File: src/rtl/nibble_pkg.sv
// Shared types for the nibble datapath (deserializer and the popcount
// classifier fed by it).
//   NIB_W    : width of one nibble word
//   nibble_t : one assembled word
//   classify : reference popcount rule of the downstream classifier,
//              1 when exactly two or three bits of the word are set
package nibble_pkg;

  localparam int NIB_W = 4;

  typedef logic [NIB_W-1:0] nibble_t;

  function automatic logic classify(input nibble_t n);
    logic [2:0] c;
    c = 3'd0;
    for (int k = 0; k < NIB_W; k++) begin
      c = c + {2'b00, n[k]};
    end
    return (c == 3'd2) || (c == 3'd3);
  endfunction

endpackage

File: src/rtl/nibble_deserializer.sv
// Serial-to-parallel word assembler with a valid/ready output stage.
// Bits arrive LSB first and are packed into W-bit words. Each finished word
// is held on a registered output until downstream takes it. While the output
// is occupied, one complete word can wait in the shift register. After that,
// the serial side is back-pressured.
// Ports:
//   clk        rising-edge clock
//   rst        synchronous active-high reset
//   ser_in     serial data bit
//   ser_valid  ser_in is valid this cycle
//   ser_ready  block accepts a serial bit this cycle (depends on state only)
//   flush      drop any partial or stalled word and realign to bit 0
//   nib_out    assembled word, bit k = k-th accepted bit
//   nib_valid  nib_out holds an undelivered word
//   nib_ready  downstream takes nib_out this cycle
//   nib_count  words delivered, modulo 2^CW
module nibble_deserializer
  import nibble_pkg::*;
#(
  parameter int W  = NIB_W,
  parameter int CW = 8
) (
  input  logic          clk,
  input  logic          rst,
  input  logic          ser_in,
  input  logic          ser_valid,
  output logic          ser_ready,
  input  logic          flush,
  output logic [W-1:0]  nib_out,
  output logic          nib_valid,
  input  logic          nib_ready,
  output logic [CW-1:0] nib_count
);

  localparam int CNTW = $clog2(W + 1);
  localparam logic [CNTW-1:0] CNT_FULL = CNTW'(W);
  localparam logic [CNTW-1:0] CNT_LAST = CNTW'(W - 1);

  logic [CNTW-1:0] cnt_q, cnt_d;
  logic [W-1:0]    sh_q, sh_d;
  logic [W-1:0]    nib_out_q, nib_out_d;
  logic            nib_valid_q, nib_valid_d;
  logic [CW-1:0]   nib_count_q, nib_count_d;

  logic            accept_s;
  logic            pop_s;
  logic            out_free_s;
  logic            load_s;
  logic [W-1:0]    load_word_s;
  logic [W-1:0]    asm_s;

  // cnt == W means a complete word is parked in sh waiting for the output.
  assign ser_ready  = (cnt_q != CNT_FULL);
  assign accept_s   = ser_valid & ser_ready;
  assign pop_s      = nib_valid_q & nib_ready;
  assign out_free_s = ~nib_valid_q | nib_ready;

  // Next-state logic for the assembler, output stage and delivery counter.
  always_comb begin
    cnt_d       = cnt_q;
    sh_d        = sh_q;
    nib_out_d   = nib_out_q;
    nib_valid_d = nib_valid_q;
    nib_count_d = nib_count_q;
    load_s      = 1'b0;
    load_word_s = sh_q;

    asm_s        = sh_q;
    asm_s[W-1]   = ser_in;

    if (pop_s) begin
      nib_count_d = nib_count_q + {{(CW-1){1'b0}}, 1'b1};
      nib_valid_d = 1'b0;
    end else begin
      nib_count_d = nib_count_q;
    end

    if (flush) begin
      // Flush wins over accept and also drops a parked word.
      cnt_d = '0;
      sh_d  = '0;
    end else if (cnt_q == CNT_FULL) begin
      if (out_free_s) begin
        load_s      = 1'b1;
        load_word_s = sh_q;
        cnt_d       = '0;
        sh_d        = '0;
      end else begin
        cnt_d = cnt_q;
      end
    end else if (accept_s) begin
      if (cnt_q == CNT_LAST) begin
        if (out_free_s) begin
          load_s      = 1'b1;
          load_word_s = asm_s;
          cnt_d       = '0;
          sh_d        = '0;
        end else begin
          sh_d  = asm_s;
          cnt_d = CNT_FULL;
        end
      end else begin
        // Decode the bit position explicitly so the index never exceeds W-1.
        for (int k = 0; k < W; k++) begin
          if (cnt_q == CNTW'(k)) begin
            sh_d[k] = ser_in;
          end else begin
            sh_d[k] = sh_q[k];
          end
        end
        cnt_d = cnt_q + {{(CNTW-1){1'b0}}, 1'b1};
      end
    end else begin
      cnt_d = cnt_q;
    end

    // A load in the same cycle as a pop keeps valid high: no bubble.
    if (load_s) begin
      nib_out_d   = load_word_s;
      nib_valid_d = 1'b1;
    end else begin
      nib_out_d = nib_out_q;
    end
  end

  // State registers with synchronous reset.
  always_ff @(posedge clk) begin
    if (rst) begin
      cnt_q       <= '0;
      sh_q        <= '0;
      nib_out_q   <= '0;
      nib_valid_q <= 1'b0;
      nib_count_q <= '0;
    end else begin
      cnt_q       <= cnt_d;
      sh_q        <= sh_d;
      nib_out_q   <= nib_out_d;
      nib_valid_q <= nib_valid_d;
      nib_count_q <= nib_count_d;
    end
  end

  assign nib_out   = nib_out_q;
  assign nib_valid = nib_valid_q;
  assign nib_count = nib_count_q;

endmodule

File: config.mk
export PLATFORM = sky130hd
export DESIGN_NAME = nibble_deserializer
export DESIGN_NICKNAME = d
export VERILOG_FILES = /design/src/rtl/nibble_pkg.sv /design/src/rtl/nibble_deserializer.sv
export SDC_FILE = /design/constraint.sdc
export NUM_CORES = 1
export LEC_CHECK = 0
export BUFFER_PORTS_ARGS = -buffer_cell sky130_fd_sc_hd__buf_2
export CORE_MARGIN = 1.5
export CORE_UTILIZATION = 47
export DETAILED_ROUTE_END_ITERATION = 16
export GPL_TIMING_DRIVEN = 0
export MAX_ROUTING_LAYER = met4
export PLACE_DENSITY = 0.72
export SYNTH_ARGS = -nofsm -noshare
export SYNTH_HDL_FRONTEND = slang
export SYNTH_SLANG_ARGS = --single-unit
File: constraint.sdc
create_clock -name clk -period 1.5 [get_ports clk]
set_input_delay 0.15 -clock clk [delete_from_list [all_inputs] [get_ports clk]]
set_output_delay 0.15 -clock clk [all_outputs]
set_load 0.01 [all_outputs]
* Word-level counts from Yosys, hierarchy flattened
Cells that the tools add are included.
** Word-level totals
- Output and inout bits :: 14
- Register bits after elaboration :: 20
- Input port bits :: 6
- Word-level logic and storage cells :: 59
** Cells by class
- $add $sub $neg :: 2
- Eq/ne operators :: 7
- Multiplexer cells :: 25
- Reductions and logical operators :: 13
- Bitwise operators :: 4
** Operator list (number)
- $mux 4 :: 10
- $mux 3 :: 5
- $reduce_and 4->1 :: 3
- $mux 1 :: 10
- $reduce_bool 3->1 :: 3
- $add 8x1->8 const B :: 1
- $eq 3x2->1 const B :: 2
- $reduce_bool 2->1 :: 3
- $ne 2x2->1 const B :: 2
- $add 3x1->3 const B :: 1
- $eq 3x1->1 const B :: 1
- $eq 3x3->1 const B :: 1
- $logic_not 3->1 :: 1
- $ne 3x3->1 const B :: 1
- $reduce_and 3->1 :: 1
- $and 1x1->1 :: 2
- $reduce_and 2->1 :: 1
- $reduce_or 2->1 :: 1
- $not 1->1 :: 1
- $or 1x1->1 :: 1

* Depth between registers and ports, before layout
- Word-level depth :: 8
- Gate-level depth with buffers :: 6
- Gate-level depth less buffers :: 6

* Least setup slack after synthesis
No wires, ideal clock.
- Path type :: register -> register
- From :: reg cnt_q[0]
- To :: reg sh_q[1]
- Buffers on the path :: 0
- Period minus slack after synthesis :: 1.474 ns
- Data arrival time :: 1.387 ns
- Setup slack :: 0.026 ns
- Cell stages (with the launch flop) :: 7
- Data required time :: 1.413 ns
- Setup time :: 0.087 ns
- Cells stage by stage :: dfxtp_1 > inv_1 > ha_1 > mux2_2 > a22oi_1 > o211ai_1 > o31ai_1
** On the way
- Longest elaborated chain between the ends :: 4
- Elaborated cells on any way between the ends :: 13
- Classes of those cells :: eq/ne: 6; mux: 3; bitwise: 1; reduce/logical: 3
** Ends and longest elaborated chain
- from (decl) :: RTL line nibble_deserializer.sv:39 : logic [CNTW-1:0] cnt_q, cnt_d;
- from (signal assigned) :: RTL line nibble_deserializer.sv:135 : cnt_q <= cnt_d;
- $ne 3x3->1 / $eq 3x2->1 (equally long branches) :: RTL line nibble_deserializer.sv:53, nibble_deserializer.sv:92
- $and 1x1->1 / $mux 4 (equally long branches) :: RTL line nibble_deserializer.sv:54, nibble_deserializer.sv:92
- $reduce_bool 2->1 (no source line) / $mux 4 (equally long branches)
- $reduce_and 4->1 (no source line) / $mux 4 (equally long branches)
- to (signal assigned) :: RTL line nibble_deserializer.sv:130 : sh_q <= '0;
- to (signal assigned) :: RTL line nibble_deserializer.sv:136 : sh_q <= sh_d;
- to (decl) :: RTL line nibble_deserializer.sv:40 : logic [W-1:0] sh_q, sh_d;
Parallel ways exist; a longest one is shown, timed or not. The select of a mux whose other input is x is not followed.
A chain may end at the register's enable or synchronous reset.

* Final worst setup path
- From :: reg cnt_q[1]
- To :: reg nib_out_q[1], in the netlist nib_out[1]
** On the way
- Longest elaborated chain between the ends :: 5
- Elaborated cells on any way between the ends :: 12
- Classes of those cells :: eq/ne: 3; mux: 8; bitwise: 1
** Ends and longest elaborated chain
- $eq 3x2->1 / $ne 3x3->1 (equally long branches) :: RTL line nibble_deserializer.sv:92, nibble_deserializer.sv:53
- $mux 4, or another cell as far along :: RTL line nibble_deserializer.sv:92 : if (cnt_q == CNT_LAST) begin
- $mux 4 / $mux 1 (equally long branches) :: RTL line nibble_deserializer.sv:91 : end else if (accept_s) begin
- $mux 4 / $mux 1 (equally long branches) :: RTL line nibble_deserializer.sv:82 : end else if (cnt_q == CNT_FULL) begin
- $mux 4 / $mux 1 (equally long branches) :: RTL line nibble_deserializer.sv:78 : if (flush) begin
- to (signal assigned) :: RTL line nibble_deserializer.sv:137 : nib_out_q <= nib_out_d;
- to (decl) :: RTL line nibble_deserializer.sv:41 : logic [W-1:0] nib_out_q, nib_out_d;
Parallel ways exist; a longest one is shown, timed or not.

==> flow_metrics.env <==
export IMPL_synthFlopType="dfxtp_1"
export IMPL_synth_edf_count=0
export IMPL_stdcell_count=162
export IMPL_worstPathArrival_ps=1660
export IMPL_worstSetupPathType="flip-flop to flip-flop"
export IMPL_path_cells="ha_4 -> nand3b_4 -> a211oi_4 -> mux2i_1 -> nor2_1"
export IMPL_clock_power_share=0.430
export IMPL_max_stage_delay_ps=410
export IMPL_cp_slowest_cell="dfxtp_4"
export IMPL_pwr_share_comb=0.059
export IMPL_maxCapViolCount=0
export IMPL_r2r_start="cnt_q[1]$_SDFFE_PP0P_"
export IMPL_totalPowerFinal_uw=1047
export IMPL_internal_power_uw=828.7
export IMPL_layout_drive_gt1_share=0.3333
export IMPL_synth_nets=119
export IMPL_critical_path_max_fanout=5
export IMPL_hold_class="input pin to flip-flop"
export IMPL_nNetsFinal=147
export IMPL_setup_viol=0
export IMPL_io_buffer_count=18
export IMPL_grt_pass1_vias=810
export IMPL_multiInputGateArea_um2=609.3
export IMPL_holdPathEnd="nib_valid$_SDFFE_PP0P_"
export IMPL_worst_clock_skew_ps=10.14
export IMPL_p_sw_uw=218.2
export IMPL_cts_htree_levels=1
export IMPL_grt_usage=0.1820
export IMPL_ys_types=33
export IMPL_final_util=0.6381
export IMPL_initial_core_util=0.5044
export IMPL_period_needed_ps=1459
export IMPL_crit_buf_inv=0
export IMPL_register_area_um2=407.9
export IMPL_coreArea_um2=2002
export IMPL_rows=16
export IMPL_dp_cells=153
export IMPL_cts_buffers=3
export IMPL_critPathLaunchType="flip-flop"
export IMPL_critPathTopFamily="flip-flops"
export IMPL_yosysTopAreaCellShare=0.3965
export IMPL_clock_fmax_ghz=0.6856
export IMPL_holdCritStartpoint="rst"
export IMPL_timing_rr_end="nib_out[1]$_SDFFE_PP0P_"
export IMPL_fp_dieH_um=49.35
export IMPL_fin_setup_tns_ps=0
export IMPL_crit_required_ps=1700
export IMPL_finalMaxSlewViolations=0
export IMPL_routed_via_count=879
export IMPL_n_fill_cell=164
export IMPL_clk_pin_slew_ps=120
export IMPL_grt_overflow_total=0
export IMPL_hpwlAfterDp_um=1394
export IMPL_relSlewSlack=0.7610
export IMPL_reg2reg_setup_slack_ps=40
export IMPL_whs_path_depth=2
export IMPL_grt_first_pass_wirelength_um=3353
export IMPL_clk_latency_ps=310
export IMPL_p_leak_uw=0.0005357
export IMPL_synthCells=108
export IMPL_r2r_cells=5
export IMPL_worstMarginPinSlew_ps=358.5
export IMPL_postSynthAreaPerCell_um2=9.349
export IMPL_endpoint_kind="flip-flop"
export IMPL_cts_max_path_buffers=2
export IMPL_async_reset_ff_frac=0
export IMPL_ios=20
export IMPL_wl_um=2005
export IMPL_yosys_cell_count_top_type="dfxtp_1"
export IMPL_vias_per_cell=5.426
export IMPL_outcome="complete, no violations"
export IMPL_yosysSeqAreaShare=0.3965
export IMPL_gp_congestion=0.8040
export IMPL_synth_area_leaders="dfxtp_1 40%, mux2i_1 6.9%, nor2_1 6.7%, ha_1 6.2%, xor2_1 5.2%"
export IMPL_post_route_period_util=0.9724
export IMPL_synth_seq_cells=20
export IMPL_first_pass_iters=4
export IMPL_die_area_um2=2435
export IMPL_wl_per_cell_um=12.38
export IMPL_antenna_found_initial=0
export IMPL_postRouteAntennaNets=0
export IMPL_remaining_drc_errors=0
export IMPL_worst_slack_ps=41.46
export IMPL_cts_root_buf="clkbuf_4"
export IMPL_swShare=0.2085
export IMPL_tritoncts="yes"
export IMPL_diodes=0
export IMPL_die_x_um=49.35
export IMPL_synthTopCellsByCount="20 x dfxtp_1, 18 x nor2_1, 8 x nand4_1, 7 x mux2i_1, 6 x xor2_1"
export IMPL_peakVddDrop_uv=573.1
export IMPL_hold_viol_final=0
export IMPL_rsz0062_at_grt="yes"
export IMPL_cts_sinks=20
export IMPL_synth_top_area_cell="dfxtp_1"
export IMPL_syn_area_um2=1010
export IMPL_seqPwrFrac=0.511
export IMPL_area_growth_pct=26.52
export IMPL_postCtsHoldBufs=0
export IMPL_first_iter_violations=11
export IMPL_powerDensity_nw_per_um2=819.5
export IMPL_grt_max_degree=13
export IMPL_place_ws_ps=-147.7
export IMPL_yosysWarnings=0
kinds of logic after synthesis:
family / Yosys count / synth area share
AO/OA/AOI/OAI: 14 / 0.1029
XOR/XNOR: 7 / 0.06072
adder cells (fa/ha/maj): 5 / 0.06196
buffers and inverters: 7 / 0.04088
flip-flops: 20 / 0.3965
multiplexers: 9 / 0.09170
AND/OR/NAND/NOR: 46 / 0.2454
cells in the final DEF (no fill, tap or decap), types with 3 or more instances in the layout:
cell type  netlist  routed
buf_4            0       5
nor2_1          18      17
xor2_1           6       6
o211ai_1         3       3
nor3_1           4       4
dfxtp_1         20      18
nand2_1          5       5
nand4_1          8       8
a21oi_1          5       5
ha_1             5       3
mux2i_1          7       7
clkbuf_4         0       3
buf_2            1      19
layer usage:
layer	wire length, um	vias to the layer above	part of all wire	GRT usage
met3	85	5	0.042	0.05215
met2	909	20	0.45	0.2703
li1	-	439	-	-
met5	0	-	0	-
met4	34	0	0.017	0.08095
met1	975	415	0.49	0.2288
layout make-up:
cell class | count | area share
Buffer | 5 | 0.02644
Clock buffer | 3 | 0.01763
Clock inverter | 1 | 0.02351
Inverter | 2 | 0.009794
Multi-Input combinational cell | 81 | 0.4770
Sequential cell | 20 | 0.3193
Tap cell | 27 | 0.02644
Timing Repair Buffer | 23 | 0.09990
state kept, by name (all words and copies together) (netlist names):
signal / flops
nib_count: 8
nib_out: 4
sh_q: 4
cnt_q: 3
nib_valid: 1
worst max path at each step:
| stage | start | to | slack (ps) | cells after the start |
|---|---|---|---|---|
| CTS | cnt_q[1]$_SDFFE_PP0P_ | nib_out[0]$_SDFFE_PP0P_ | 2 | 6 |
| floorplan | cnt_q[0]$_SDFFE_PP0P_ | sh_q[1]$_SDFFE_PP0P_ | 30 | 6 |
| global placement | cnt_q[0]$_SDFFE_PP0P_ | nib_out[0]$_SDFFE_PP0P_ | -90 | 5 |
| finish | cnt_q[1]$_SDFFE_PP0P_ | nib_out[1]$_SDFFE_PP0P_ | 40 | 5 |
| global route | cnt_q[1]$_SDFFE_PP0P_ | nib_out[1]$_SDFFE_PP0P_ | -20 | 5 |
| detailed placement | cnt_q[0]$_SDFFE_PP0P_ | sh_q[2]$_SDFFE_PP0P_ | -150 | 6 |
what timing repair did:
item,4_1_cts,5_1_grt
pin swaps,2,5
resized for setup,10,5
setup buffers,1,4
endpoints found under the setup margin,7,5
worst register-to-register path, stage by stage, from the launching register on:
cell and delay [ps]:
dfxtp_4 410, ha_4 180, nand3b_4 110, a211oi_4 380, mux2i_1 230, nor2_1 50
power by group through the flow:
stage	Sequential [uW]	Clock (uW)	Combinational (uW)
floorplan	548	0	31.2
global placement	548	0	47.3
detailed placement	548	0	48.1
CTS	536	457	55.0
global route	536	484	67.6
finish	535	450	61.6
through the flow:
stage / area [um2] / hold WS (ps)
after CTS: 1229 / 52.36
after floorplan: 1010 / 222.4
after global routing: 1277 / 47.52
final: 1277 / 55.82
after detailed placement: 1134 / 394.8
after global placement: 1134 / 390.7
(Power assumes the default switching activity.)
